**src/rtl/tick_selector.sv**
```systemverilog
`default_nettype none
// ============================================================================
// Module      : tick_selector
// Description : Glitch-free selector of 2^SEL_WIDTH tick-enable channels
//               derived from one free-running counter; channel i runs at
//               2^i times the base rate. Drives a tick enable and a 50% clock.
// Revision    : 1.0 - initial release
// ============================================================================
module tick_selector #(
    parameter int SEL_WIDTH = 1,
    parameter int DIV_BASE  = 100000000,
    parameter int CNT_WIDTH = 27
) (
    input  logic                 in_clock,
    input  logic                 in_reset,
    input  logic [SEL_WIDTH-1:0] in_select,
    input  logic                 in_hold,
    output logic                 out_tick,
    output logic                 out_clock,
    output logic [SEL_WIDTH-1:0] out_active_sel,
    output logic                 out_pending
);

    localparam int NUM_CH = 1 << SEL_WIDTH;
    localparam logic [CNT_WIDTH-1:0] C_LAST = CNT_WIDTH'(DIV_BASE - 1);

    logic [CNT_WIDTH-1:0] count_q, count_d;
    logic [SEL_WIDTH-1:0] req_q, req_d;
    logic [SEL_WIDTH-1:0] active_q, active_d;
    logic                 tick_q, tick_d;
    logic                 clk_q, clk_d;
    logic                 pend_q, pend_d;

    logic [NUM_CH-1:0]    term_w;
    logic                 term_act_w;

    // Channel i terminates at every multiple of its period minus one; the
    // shared counter is compared against those constants instead of keeping
    // a separate divider per channel.
    generate
        for (genvar i = 0; i < NUM_CH; i++) begin : g_ch
            localparam int PERIOD = DIV_BASE >> i;
            logic hit_w;

            always_comb begin
                hit_w = 1'b0;
                for (int j = 0; j < (1 << i); j++) begin
                    if (count_q == CNT_WIDTH'((j + 1) * PERIOD - 1)) begin
                        hit_w = 1'b1;
                    end
                end
            end

            assign term_w[i] = hit_w;
        end
    endgenerate

    always_comb begin
        count_d    = (count_q == C_LAST) ? '0 : count_q + 1'b1;
        req_d      = in_select;
        term_act_w = term_w[active_q];
        active_d   = active_q;
        if (term_act_w && (req_q != active_q)) begin
            active_d = req_q;
        end
        // Compared against the post-switch channel so pending clears in the
        // same cycle the new channel takes over.
        pend_d = (req_q != active_d);
        tick_d = term_act_w & ~in_hold;
        clk_d  = clk_q ^ tick_d;
    end

    always_ff @(posedge in_clock or posedge in_reset) begin
        if (in_reset) begin
            count_q  <= '0;
            req_q    <= '0;
            active_q <= '0;
            tick_q   <= 1'b0;
            clk_q    <= 1'b0;
            pend_q   <= 1'b0;
        end else begin
            count_q  <= count_d;
            req_q    <= req_d;
            active_q <= active_d;
            tick_q   <= tick_d;
            clk_q    <= clk_d;
            pend_q   <= pend_d;
        end
    end

    assign out_tick       = tick_q;
    assign out_clock      = clk_q;
    assign out_active_sel = active_q;
    assign out_pending    = pend_q;

endmodule
`default_nettype wire

```
**config.mk**
```make
export PLATFORM = sky130hd
export DESIGN_NAME = tick_selector
export DESIGN_NICKNAME = d
export VERILOG_FILES = /design/src/rtl/tick_selector.sv
export SDC_FILE = /design/constraint.sdc
export NUM_CORES = 1
export LEC_CHECK = 0
export CORE_AREA = 2 2 57 59
export DETAILED_ROUTE_END_ITERATION = 7
export DIE_AREA = 0 0 59 61
export PLACE_DENSITY = 0.83
export SLEW_MARGIN = 20
export SYNTH_ARGS = -nofsm -noshare
export SYNTH_HDL_FRONTEND = slang
export SYNTH_SLANG_ARGS = --single-unit
```
**constraint.sdc**
```tcl
create_clock -name in_clock -period 2.35 [get_ports in_clock]
set_input_delay 0.235 -clock in_clock [delete_from_list [all_inputs] [get_ports in_clock]]
set_output_delay 0.235 -clock in_clock [all_outputs]
set_load 0.02 [all_outputs]
```
## Word level (Yosys, flattened, before mapping)

Cells that the tools add are included.
Widths: inputs -> output; s select.

| operators by class | value |
|---|---|
| reduce and logical (&&, ||, !) cells | 1 |
| eq/ne operators | 4 |
| bitwise operators | 3 |
| multiplexer cells | 7 |
| $add $sub $neg | 1 |
| order comparisons | 1 |

Operator list:

| operator | number |
|---|---|
| $add 27x1->27 const B | 1 |
| $eq 27x26->1 const B | 1 |
| $eq 27x27->1 const B | 1 |
| $mux 27 | 1 |
| $mux 1 | 6 |
| $lt 1x2->1 const B | 1 |
| $ne 1x1->1 | 2 |
| $and 1x1->1 | 1 |
| $logic_and 1x1->1 | 1 |
| $not 1->1 | 1 |
| $xor 1x1->1 | 1 |

| storage, ports and cells | value |
|---|---|
| logic and storage cells | 23 |
| output and inout port bits | 4 |
| flip-flop bits (word level) | 32 |
| input port bits | 4 |

## Logic depth before layout (Yosys ltp)

| logic depth | value |
|---|---|
| depth after elaboration | 8 |
| gate-level depth with buffers | 7 |
| gate-level depth less buffers | 6 |

## Least setup slack after synthesis

Ideal clock, no wire load.

| timing path | value |
|---|---|
| path kind | register -> register |
| start | register count_q[11] |
| end | register active_q (netlist: out_active_sel) |
| clock period less this slack | 1999 ps |
| buffers on the path | 0 |
| cell stages (with the launch flop) | 6 |
| data required time | 2222 ps |
| library setup time | 128 ps |
| path slack | 351 ps |
| data arrival time | 1871 ps |
| cell sequence | dfrtp_1 -> or4_4 -> nor2_1 -> nand4_1 -> o22ai_1 -> mux2_1 |

| on the way | value |
|---|---|
| word-level cells in the longest chain between the ends | 7 |
| elaborated cells between the ends (all ways) | 9 |
| those cells by class | 2 x eq/ne; 6 x mux; 1 x reduce/logical |

RTL lines:

| what | line | text |
|---|---|---|
| start, declared | 27 | `logic [CNT_WIDTH-1:0] count_q, count_d;` |
| start signal, assigned | 82 | `count_q <= count_d;` |
| $eq 27x26->1 | 48 | `if (count_q == CNT_WIDTH'((j + 1) * PERIOD - 1)) begin` |
| $mux 1 (2 in a row) | 48 |  |
| $mux 1 (not written as such) * (2 in a row) | 61 | `term_act_w = term_w[active_q];` |
| $logic_and 1x1->1 * | 63 | `if (term_act_w && (req_q != active_q)) begin` |
| $mux 1 * | 63 |  |
| net active_d | 29 | `logic [SEL_WIDTH-1:0] active_q, active_d;` |
| end signal, assigned | 84 | `active_q <= active_d;` |
| end, declared | 29 |  |

The timed path passes the listed nets; every way through them passes the cells marked *. The select of a mux whose other input is x is not followed.

## Final worst setup path

Ends and elaborated chain as after synthesis.

==> out/metrics.csv <==
stage,metric,value,unit
outcome,status,"finished, final reports clean",
setup_path,r2r_start,count_q[11],
grt,antenna_found_initial,0,
clock_tree,cts_root_buf,clkbuf_4,
timing,fmax,456,MHz
floorplan,rows,20,
clock_tree,cts.clk_slew.worst_paths,0.10,ns
placement,post-dp-hpwl,2680,um
cells_and_area,insertedDiodeCount,0,
setup_path,r2r_slack,0.16,ns
hold_path,hold_class,in -> async,
floorplan,die-area,3600,um^2
setup_path,crit_type,reg -> reg,
detailed_routing,drtIter0Drc,73,
detailed_routing,vias,1409,
timing,maxSlewViolCount,0,
placement,dp.cells,214,
detailed_routing,ant_nets,0,
clock_tree,cts_tree,yes,
flow_run,maxCapViolCount,0,
power_and_ir_drop,total_power,902,uW
logic_synthesis,synth_area_per_cell,9.59,um^2
detailed_routing,viasPerCell,6.35,
clock_tree,clock_path_buffers,2,
floorplan,initial_core_util,56.8,%
clock_tree,cts_hold_buffers,0,
clock_tree,post_cts_resize_count,0,
timing,slew-limit-headroom,58.7,%
timing,final-setup-viol-count,0,
timing,setup_tns,0,ns
logic_synthesis,netlist_instances,175,
placement,io_buffers,7,
setup_path,r2r_cells,5,
clock_tree,cts_made_buffers,5,
logic_synthesis,ys_types,35,
logic_synthesis,netlist_area,1680,um^2
clock_tree,cts_setup_buffers,0,
grt,grt_overflow,0,
timing,finalCritPeriodShare,93.4,%
detailed_routing,routed_wl,3700,um
logic_synthesis,syn_nets,180,
logic_synthesis,seq_area_frac_synth,47.7,%
timing,hold_viol,0,
setup_path,cp-end-kind,flip-flop,
timing,setup_slack,0.156,ns
detailed_routing,drt-pass1-iter-count,4,
clock_tree,insertion_delay,0.34,ns
placement,routabilityCongestion,1.01,
timing,fin_crit,2.19,ns
timing,tightest_slew,0.614,ns
cells_and_area,stdcell_count,222,
cells_and_area,syn_to_final_growth,10.7,%
placement,dpl_worst_slack,0.172,ns
setup_path,required,2.56,ns
detailed_routing,avgRoutedWirePerCell,16.7,um
setup_path,crit_arrival,2.41,ns
grt,grt_max_degree,33,
clock_tree,htree_levels,2,
setup_path,worstReg2RegEnd,out_active_sel,
cells_and_area,post_route_cells_drive_above_1_share,10.1,%
grt,grt_pass1_wl,6470,um
floorplan,die_h,61,um
power_and_ir_drop,cellLeakagePower,0.000736,uW
setup_path,cp-start-kind,flip-flop,
grt,grt_pass1_vias,1428,
clock_tree,cts.sinks,32,
logic_synthesis,yosysWarnings,0,
logic_synthesis,synth_seq_cells,32,
grt,grt.total_usage,25.0,%
floorplan,die_x,59,um
floorplan,ioPinCount,8,
floorplan,coreArea,2950,um^2
timing,fin_skew,0.0114,ns
timing,rsz0062_at_grt,no,
setup_path,crit_fanout,5,
cells_and_area,layout.nets,193,
power_and_ir_drop,p_per_area,486,nW/um^2
power_and_ir_drop,peakVddDrop,0.426,mV
detailed_routing,drc,0,
## synth_stat cells, drive strengths merged
master | count | area share [%]
nand4 | 10 | 3.7
or3 | 2 | 0.75
o211ai | 1 | 0.45
nor2 | 15 | 3.4
o21ai | 8 | 2.4
dfrtp | 32 | 48
o31ai | 5 | 2.2
inv | 5 | 1.1
and4 | 1 | 0.52
or4 | 3 | 1.8
a22oi | 2 | 0.89
mux2 | 1 | 0.67
a21oi | 7 | 2.1
nand2 | 15 | 3.4
and3 | 4 | 1.5
o21bai | 1 | 0.67
xnor2 | 9 | 4.7
and2 | 2 | 0.75
nor3 | 3 | 0.89
buf | 2 | 0.97
ha | 1 | 0.75
nor4 | 9 | 4.6
nand3 | 14 | 4.2
a32oi | 1 | 0.52
clkbuf | 5 | 1.1
or2 | 2 | 0.75
nand2b | 2 | 0.75
or4bb | 1 | 0.67
o22ai | 1 | 0.37
xor2 | 9 | 4.7
nand4b | 2 | 1.0
## layer usage
| metal | part of all wire, % | vias up | wire length [um] | GRT usage, % |
|---|---|---|---|---|
| met5 | 0 | - | 0 | 0 |
| met4 | 2.8 | 0 | 104 | 12.7 |
| met3 | 6.0 | 9 | 221 | 6.61 |
| met2 | 46 | 54 | 1700 | 38.4 |
| met1 | 45 | 680 | 1670 | 32.8 |
| li1 | - | 666 | - | - |
## registers in the layout, summed over array words and instances, names as in the netlist
| signal | count |
|---|---|
| out_clock | 1 |
| req_q | 1 |
| out_active_sel | 1 |
| count_q | 27 |
| out_pending | 1 |
| out_tick | 1 |
## cell type report
type	count	area, um^2
fill	256	1090
multi-input combinational	131	823
sequential	32	801
timing repair buffer	13	115
clock buffer	8	58.8
tap	33	41.3
inverter	5	18.8
## power by group
part / switching [uW] / total (uW) / internal (uW)
clock network: 181 / 329 / 147
logic: 12.7 / 20.8 / 8.10
registers: 0.791 / 553 / 552
total: 195 / 902 / 707
## logic make-up (layout without fill, tap and decap cells)
| logic type | after synthesis | in the layout | share of synthesized area (%) |
|---|---|---|---|
| AND/OR/NAND/NOR | 85 | 85 | 28.6 |
| flip-flops | 32 | 32 | 47.7 |
| AO/OA/AOI/OAI | 26 | 26 | 9.62 |
| XOR/XNOR | 18 | 18 | 9.40 |
| buffers and inverters | 12 | 26 | 3.21 |
| adder cells (fa/ha/maj) | 1 | 1 | 0.746 |
| multiplexers | 1 | 1 | 0.671 |
## critical path, cell delays in order (launching register included)
cell,delay [ns]
dfrtp_1,0.45
or4_4,0.60
nor2_1,0.22
nand4_1,0.18
o22ai_1,0.27
mux2_1,0.36
## metrics by stage
step / cell area (um^2) / utilization, % / hold WS [ns]
3_3_place_gp: 1800 / 60.9 / 0.445
4_1_cts: 1860 / 62.9 / 0.274
6_report: 1860 / 62.9 / 0.268
5_1_grt: 1860 / 62.9 / 0.296
3_5_place_dp: 1800 / 60.9 / 0.461
2_1_floorplan: 1680 / - / 0.266
## worst max-delay path by stage
stage                start              to  slack, ns  cells past startpoint
6_report       count_q[11]  out_active_sel       0.16                      5
5_1_grt        count_q[11]  out_active_sel       0.04                      5
4_1_cts        count_q[11]  out_active_sel       0.15                      5
3_5_place_dp   count_q[11]  out_active_sel       0.17                      5
3_3_place_gp   count_q[11]  out_active_sel       0.28                      5
2_1_floorplan  count_q[11]  out_active_sel       0.35                      5
## layout by cell type (no fill, tap or decap), drive strengths merged, types with 6 or more instances in the layout
cell,Yosys,routed
xor2,9,9
nor2,15,15
nand2,15,15
clkbuf,5,8
dfrtp,32,32
nand4,10,10
clkdlybuf4s50,0,7
buf,2,6
a21oi,7,7
xnor2,9,9
nand3,14,14
nor4,9,9
o21ai,8,8
Power figures use the tool's default switching activity.
